**src/rtl/mixcol_seq.sv**
```systemverilog
// Iterative AES MixColumns sequencer: COLS columns per cycle through a
// shared column unit, valid/ready in and out, with final-round bypass.
module mixcol_seq #(
    parameter int COLS = 1
) (
    input  logic         clk,
    input  logic         rst,
    input  logic         in_valid,
    output logic         in_ready,
    input  logic [127:0] in_data,
    input  logic         in_bypass,
    output logic         out_valid,
    input  logic         out_ready,
    output logic [127:0] out_data,
    output logic         busy
);

    typedef enum logic [1:0] {
        S_IDLE,
        S_BUSY,
        S_DONE
    } state_t;

    localparam logic [1:0] LAST_IDX = 2'(4 - COLS);
    localparam logic [1:0] IDX_STEP = 2'(COLS);

    state_t         state_q, state_d;
    logic [127:0]   work_q, work_d;
    logic           byp_q, byp_d;
    logic [1:0]     col_idx_q, col_idx_d;
    logic [127:0]   work_mix;

    function automatic logic [7:0] xtimes(input logic [7:0] b);
        return {b[6:0], 1'b0} ^ (b[7] ? 8'h1b : 8'h00);
    endfunction

    function automatic logic [7:0] mul3(input logic [7:0] b);
        return xtimes(b) ^ b;
    endfunction

    function automatic logic [31:0] mix_col(input logic [31:0] c);
        logic [7:0] a0, a1, a2, a3;
        {a0, a1, a2, a3} = c;
        return {xtimes(a0) ^ mul3(a1) ^ a2 ^ a3,
                a0 ^ xtimes(a1) ^ mul3(a2) ^ a3,
                a0 ^ a1 ^ xtimes(a2) ^ mul3(a3),
                mul3(a0) ^ a1 ^ a2 ^ xtimes(a3)};
    endfunction

    // Column c lives at bit offset (3-c)*32, i.e. {~c, 5'b0} for a 2-bit c.
    always_comb begin
        logic [1:0] idx;
        idx      = '0;
        work_mix = work_q;
        for (int k = 0; k < COLS; k++) begin
            idx = col_idx_q + 2'(k);
            work_mix[{~idx, 5'b0} +: 32] = mix_col(work_q[{~idx, 5'b0} +: 32]);
        end
    end

    always_comb begin
        state_d   = state_q;
        work_d    = work_q;
        byp_d     = byp_q;
        col_idx_d = col_idx_q;
        unique case (state_q)
            S_IDLE: begin
                if (in_valid) begin
                    work_d    = in_data;
                    byp_d     = in_bypass;
                    col_idx_d = '0;
                    state_d   = S_BUSY;
                end
            end
            S_BUSY: begin
                if (byp_q) begin
                    state_d = S_DONE;
                end else begin
                    work_d    = work_mix;
                    col_idx_d = col_idx_q + IDX_STEP;
                    if (col_idx_q == LAST_IDX) state_d = S_DONE;
                end
            end
            S_DONE: begin
                if (out_ready) state_d = S_IDLE;
            end
            default: state_d = S_IDLE;
        endcase
    end

    always_ff @(posedge clk) begin
        if (rst) begin
            state_q   <= S_IDLE;
            work_q    <= '0;
            byp_q     <= 1'b0;
            col_idx_q <= '0;
        end else begin
            state_q   <= state_d;
            work_q    <= work_d;
            byp_q     <= byp_d;
            col_idx_q <= col_idx_d;
        end
    end

    assign in_ready  = (state_q == S_IDLE) && !rst;
    assign out_valid = (state_q == S_DONE);
    assign out_data  = work_q;
    assign busy      = (state_q != S_IDLE);

endmodule

```
**config.mk**
```make
export PLATFORM = sky130hd
export DESIGN_NAME = mixcol_seq
export DESIGN_NICKNAME = d
export VERILOG_FILES = /design/src/rtl/mixcol_seq.sv
export SDC_FILE = /design/constraint.sdc
export NUM_CORES = 1
export LEC_CHECK = 0
export ABC_AREA = 0
export CAP_MARGIN = 5
export CORE_MARGIN = 2
export CORE_UTILIZATION = 49
export DETAILED_ROUTE_END_ITERATION = 12
export GPL_TIMING_DRIVEN = 0
export PLACE_DENSITY_LB_ADDON = 0.12
export SYNTH_ARGS = -nofsm -noshare
export SYNTH_HDL_FRONTEND = slang
export SYNTH_SLANG_ARGS = --single-unit
```
**constraint.sdc**
```tcl
create_clock -name clk -period 3.3 [get_ports clk]
set_clock_uncertainty 0.15 [all_clocks]
set_input_delay 0.825 -clock clk [delete_from_list [all_inputs] [get_ports clk]]
set_output_delay 0.825 -clock clk [all_outputs]
set_load 0.1 [all_outputs]
```
# Word level (Yosys, flattened, before mapping)
# Index checks and enable logic that the tools add are counted.
# word_totals
word_cells	61
out_inout_bits	131
regBits	133
# op_classes
n_eq_ne	7
mux	16
reduce_logical	8
bitwise	21
shift	3
addsub	2
# op_table
op	n
two-way mux 128 bit	2
case mux 128 bit (2 select lines)	1
bitwise mux 128 bit	1
variable shift 32 x 9 -> 128 bit, first input constant	1
variable part select 128 x 8 -> 32 bit	1
variable part select 32 x 9 -> 128 bit	1
bitwise XOR 8 bit	16
bitwise XOR 8 x 5 -> 8 bit	4
two-way mux 5 bit	4
two-way mux 2 bit	6
negator 7 -> 9 bit	1
case mux 2 bit (3 select lines)	1
AND reduction 3 bit	2
== test 2 bit, second input constant	2
!= test 2 bit, second input constant	2
case mux 2 bit (2 select lines)	1
nonzero test 2 bit	2
!= test 3 bit, second input constant	1
adder 2 x 1 -> 2 bit, second input constant	1
== test 2 x 1 -> 1 bit, second input constant	1
logical NOT 2 bit	1
!= test 2 x 1 -> 1 bit, second input constant	1
NOT 2 bit	1
AND reduction 2 bit	1
2 further kinds	2

# Logic depth before layout (Yosys ltp)
# depth
ltp_word	12
mapped_depth	11
mapped_depth_nobuf	6

# Least setup slack after synthesis
# OpenSTA, ideal clock, no wires.
# synth_timing
path_type	in2out
start	input rst
end	output in_ready
slack_ns	-0.306
n_path_buf	3
cell_stages	4
t_arrival_ns	2.631
path_cell_list	clkbuf_1 clkbuf_1 clkbuf_1 nor2_1
# synth_between
elab_chain_len	2
# synth_rtl
element	line_no	source
from (decl)	7	input logic rst,
logical NOT 1 bit	105	assign in_ready = (state_q == S_IDLE) && !rst;
logical AND 1 bit	105	
to (decl)	9	output logic in_ready,
# No other way between the ends.

# Final worst setup path
# layout_timing
start	register col_idx_q[0]
end	register work_q[123], in the netlist out_data[123]
# layout_between
elab_chain_len	12
word_cells_on_any_way	32
cone_classes	add/sub (1); shift (3); mux (7); bitwise (21)
# layout_rtl
element	line_no	source
from (decl)	30	logic [1:0] col_idx_q, col_idx_d;
from (signal assigned)	101	col_idx_q <= col_idx_d;
NOT 2 bit (*)	57	work_mix[{~idx, 5'b0} +: 32] = mix_col(work_q[{~idx, 5'b0} +: 32]);
variable part select 128 x 8 -> 32 bit	57	
two-way mux 5 bit	34	return {b[6:0], 1'b0} ^ (b[7] ? 8'h1b : 8'h00);
bitwise XOR 8 x 5 -> 8 bit	34	
bitwise XOR 8 bit	38	return xtimes(b) ^ b;
bitwise XOR 8 bit, on equally long branches (3 in a row)	47, 44	
variable part select 32 x 9 -> 128 bit	57	
bitwise mux 128 bit (*)	57	
two-way mux 128 bit (*)	76	if (byp_q) begin
case mux 128 bit (2 select lines) (*)	66	unique case (state_q)
to (signal assigned)	99	work_q <= work_d;
to (decl)	28	logic [127:0] work_q, work_d;
# Every way passes the cells marked *; elsewhere a longest branch is shown, timed or not. The select of a mux whose other input is x is not followed.
# A chain may end at the register's enable or synchronous reset.

==> PnR_summary.wiki <==
{| class="wikitable"
! Metric !! Value
|-
| Synth top area cells || sky130_fd_sc_hd__dfxtp_1 29%, sky130_fd_sc_hd__a211oi_1 19%, sky130_fd_sc_hd__o21bai_1 11%
|-
| Diode count || 0
|-
| Post-route core utilization || 69.2%
|-
| Core area || 18600 um2
|-
| DRC Markers || 0
|-
| Number of buffers added by the clock tree synthesis step || 17
|-
| Post-synth design cell area || 9200 um2
|-
| Number of failing setup endpoints in the final timing report || 0
|-
| Clock transition at the register clock pins on the worst setup and hold paths after CTS || 0.06 ns
|-
| EDFF count, synth || 0
|-
| Worst Hold Path EP || out_data[112]
|-
| Core Rows || 50
|-
| Fillers || 1425
|-
| Final hold vios || 0
|-
| Final-report max-slew violation count || 0
|-
| MaxCap Viol Count || 0
|-
| Commonest register cell after synthesis || sky130_fd_sc_hd__dfxtp_1
|-
| Reg-to-reg slack, setup || 0.07 ns
|-
| Hold_buf cts || 0
|-
| Hold Path Origin || out_data[112]
|-
| Final instance area || 12900 um2
|-
| Async set or reset register ratio after synthesis || 0%
|-
| Max-slew headroom || about 33%
|-
| Vias in the first global route || 9755
|-
| Static leakage power || 0.00481 uW
|-
| Cell Count Post-Placement || 1403
|-
| Count of non-filler cells in the finished layout || 1438
|-
| Netlist cell types || 36
|-
| Maximum fanout along the worst path || 10
|-
| Post-detailed-route count of antenna-violating nets || 0
|-
| Floorplan die width || ~140 um
|-
| Post-DP HPWL || roughly 29 mm
|-
| Count of input and output buffers || 262
|-
| Area Overhead vs Synth || 39.8%
|-
| Run status || completed
|-
| FF+latch count, synth || 133
|-
| Startpoint type of the worst setup path || flop
|-
| Worst min path class || reg -> reg
|-
| Sequential element share of the synthesized area || approximately 29%
|-
| GRT overflow || 0
|-
| Starting density of the core || 49.5%
|-
| Capturing element type of the critical path || flop
|-
| Total cell area at the placement stage || 12100 um2
|-
| Pwr Density || 884 nW/um2
|-
| Global-route wire length before repair || 57.1 mm
|-
| Shortest clock period the worst path allows after layout || 3.23 ns
|-
| DR vias || 9952
|-
| TritonCTS Sinks || 133
|-
| Post-synthesis instance total || ~900
|-
| Reg-to-Reg Start || col_idx_q[0]
|-
| R2R depth || 11
|-
| Required time of the critical path || 3.48 ns
|-
| Top-level I/O count || 264
|-
| Placer's final routability congestion estimate || between 0.9 and 1
|-
| Arrival time at the worst endpoint || 3.40 ns
|-
| TritonCTS clock tree || yes
|-
| Fraction of layout cells with a size suffix above 1 || 12.8%
|-
| Maximum number of pins on one net before global-route repair || 17
|-
| Iteration-0 DRC count of the detailed router || 1346
|-
| Syn_nets || 1044
|-
| Count leader, synth || sky130_fd_sc_hd__a211oi_1
|-
| Number of antenna violations at the first check in global routing || 1
|-
| Total Die Area || 19900 um2
|-
| Type of the worst setup path || reg -> reg
|-
| Top post-synthesis cells by count || 229 x sky130_fd_sc_hd__a211oi_1, 133 x sky130_fd_sc_hd__dfxtp_1, 133 x sky130_fd_sc_hd__o21bai_1, 129 x sky130_fd_sc_hd__a21oi_1, 100 x sky130_fd_sc_hd__clkbuf_1
|-
| Cell depth of the worst hold path || 2
|-
| Mean cell area of the mapped netlist || 10.1 um2
|-
| Bufs on Longest Clock Path || 2
|-
| Maximum vdd ir drop || 0.000591 V
|-
| Proportion of netlist area held by the largest area contributor || 29.0%
|-
| Height of the die || roughly 140 um
|-
| Achievable clock frequency || 310 MHz
|-
| R2r endpoint || out_data[123]
|-
| Avg Vias per Cell || 6.92
|-
| Clock latency at the later pin of the worst-skew pair || 0.44 ns
|-
| DRT Wirelength || 39.0 mm
|-
| Transition at the pin with the smallest max-transition slack || 1.01 ns
|-
| Final-stage net count || 1328
|-
| Number of synthesis warnings || 0
|-
| Initial DRT Pass Iterations || 7
|-
| # H-tree levels || 4
|-
| Fraction of the cycle the final worst path needs || 97.7%
|-
| Cell type contributing the most total cell area after synthesis || sky130_fd_sc_hd__dfxtp_1
|-
| Clock root buffer || sky130_fd_sc_hd__clkbuf_16
|-
| Routed len/inst || 27.1 um
|-
| GRT Util Overall || roughly two fifths
|}
-- cells by family (layout without fill, tap and decap cells) --
| kind of cell | Yosys count | count (layout) | synth area share (%) |
|---|---|---|---|
| compound gates | 525 | 525 | 40.9 |
| xor+xnor | 72 | 72 | 14.7 |
| fa+ha+maj | 4 | 4 | 0.544 |
| buf+inv | 112 | 409 | 5.06 |
| flops | 133 | 133 | 29.0 |
| mux | 34 | 34 | 8.07 |
| simple gates | 27 | 27 | 1.71 |
-- worst max-delay path: stages (launching register included) --
cell                       delay [ns]
sky130_fd_sc_hd__dfxtp_1         0.37
sky130_fd_sc_hd__buf_6           0.22
sky130_fd_sc_hd__buf_8           0.22
sky130_fd_sc_hd__buf_6           0.23
sky130_fd_sc_hd__inv_1           0.18
sky130_fd_sc_hd__ha_2            0.24
sky130_fd_sc_hd__and3b_1         0.19
sky130_fd_sc_hd__o21bai_1        0.14
sky130_fd_sc_hd__clkbuf_2        0.26
sky130_fd_sc_hd__clkbuf_1        0.45
sky130_fd_sc_hd__a211oi_1        0.11
sky130_fd_sc_hd__a211oi_1        0.32
-- placed cells by master (no fill, tap or decap), types with 4 or more instances in the layout --
cell,n
sky130_fd_sc_hd__buf_2,5
sky130_fd_sc_hd__a211oi_2,27
sky130_fd_sc_hd__a211oi_1,229
sky130_fd_sc_hd__xnor3_1,25
sky130_fd_sc_hd__clkbuf_8,4
sky130_fd_sc_hd__buf_6,4
sky130_fd_sc_hd__xnor2_2,9
sky130_fd_sc_hd__inv_1,4
sky130_fd_sc_hd__clkbuf_4,5
sky130_fd_sc_hd__a21oi_1,129
sky130_fd_sc_hd__clkbuf_16,17
sky130_fd_sc_hd__and3b_1,4
sky130_fd_sc_hd__nor2_1,9
sky130_fd_sc_hd__o21bai_1,133
sky130_fd_sc_hd__xor3_1,14
sky130_fd_sc_hd__o21ba_2,4
sky130_fd_sc_hd__xnor2_1,7
sky130_fd_sc_hd__clkdlybuf4s50_1,259
sky130_fd_sc_hd__dfxtp_1,133
sky130_fd_sc_hd__xnor3_2,5
sky130_fd_sc_hd__clkbuf_1,75
sky130_fd_sc_hd__mux4_2,32
sky130_fd_sc_hd__xor2_1,10
sky130_fd_sc_hd__clkbuf_2,20
-- per-layer routing --
layer,global-route usage [%],part of all wire [%],vias to the layer above
li1,-,-,4182
met3,11.8,13,199
met5,0,0,-
met1,48.3,37,4702
met4,21.4,6.4,0
met2,58.7,44,869
-- power by group --
part | leakage, uW | switching (uW) | total (uW) | internal [uW]
registers | 0.00110 | 299 | 2220 | 1920
clock network | 0.000300 | 761 | 2030 | 1270
logic | 0.00342 | 4760 | 7130 | 2370
total | 0.00481 | 5820 | 11400 | 5550
-- flip-flops by register name, indices dropped and copies added (netlist names) --
signal	flops
byp_q	1
col_idx_q	2
out_data	128
state_q	2
-- layout make-up --
cell class	instances	area, um2	area share [%]
Multi-Input combinational cell	662	6120	47.6
Sequential cell	133	2660	20.7
Timing Repair Buffer	265	2640	20.5
Buffer	108	512	3.98
Clock buffer	24	492	3.82
Tap cell	234	293	2.28
Clock inverter	8	121	0.944
Inverter	4	15.0	0.117
-- per-stage QoR --
| stage | hold WS (ns) | TNS [ns] | setup slack, ns | power (uW) |
|---|---|---|---|---|
| after floorplan | 0.516 | 0 | 0.148 | 7280 |
| after global placement | 0.378 | -45.30 | -0.886 | 9120 |
| after detailed placement | 0.384 | -38.62 | -0.884 | 9160 |
| after CTS | 0.396 | -0.0211 | -0.0211 | 11200 |
| after global routing | 0.417 | -0.0135 | -0.0135 | 11600 |
| final | 0.394 | 0 | 0.0748 | 11400 |
-- repair_timing --
| action | 4_1_cts | 5_1_grt |
|---|---|---|
| resized for setup | 35 | 28 |
| hold endpoints to repair | 0 | 0 |
| setup buffers | 2 | 1 |
| endpoints found under the setup margin | 126 | 102 |
| pin swaps | 1 | 1 |
-- worst max path at each step --
stage                      start             to  slack (ns)  cells past startpoint
detailed placement           rst       in_ready       -0.88                      5
finish              col_idx_q[0]  out_data[123]        0.07                     11
global placement             rst       in_ready       -0.89                      5
CTS                          rst       in_ready       -0.02                      5
floorplan                    rst       in_ready        0.15                      4
global route        col_idx_q[0]  out_data[123]       -0.01                     11
Power figures use the tool's default switching activity.
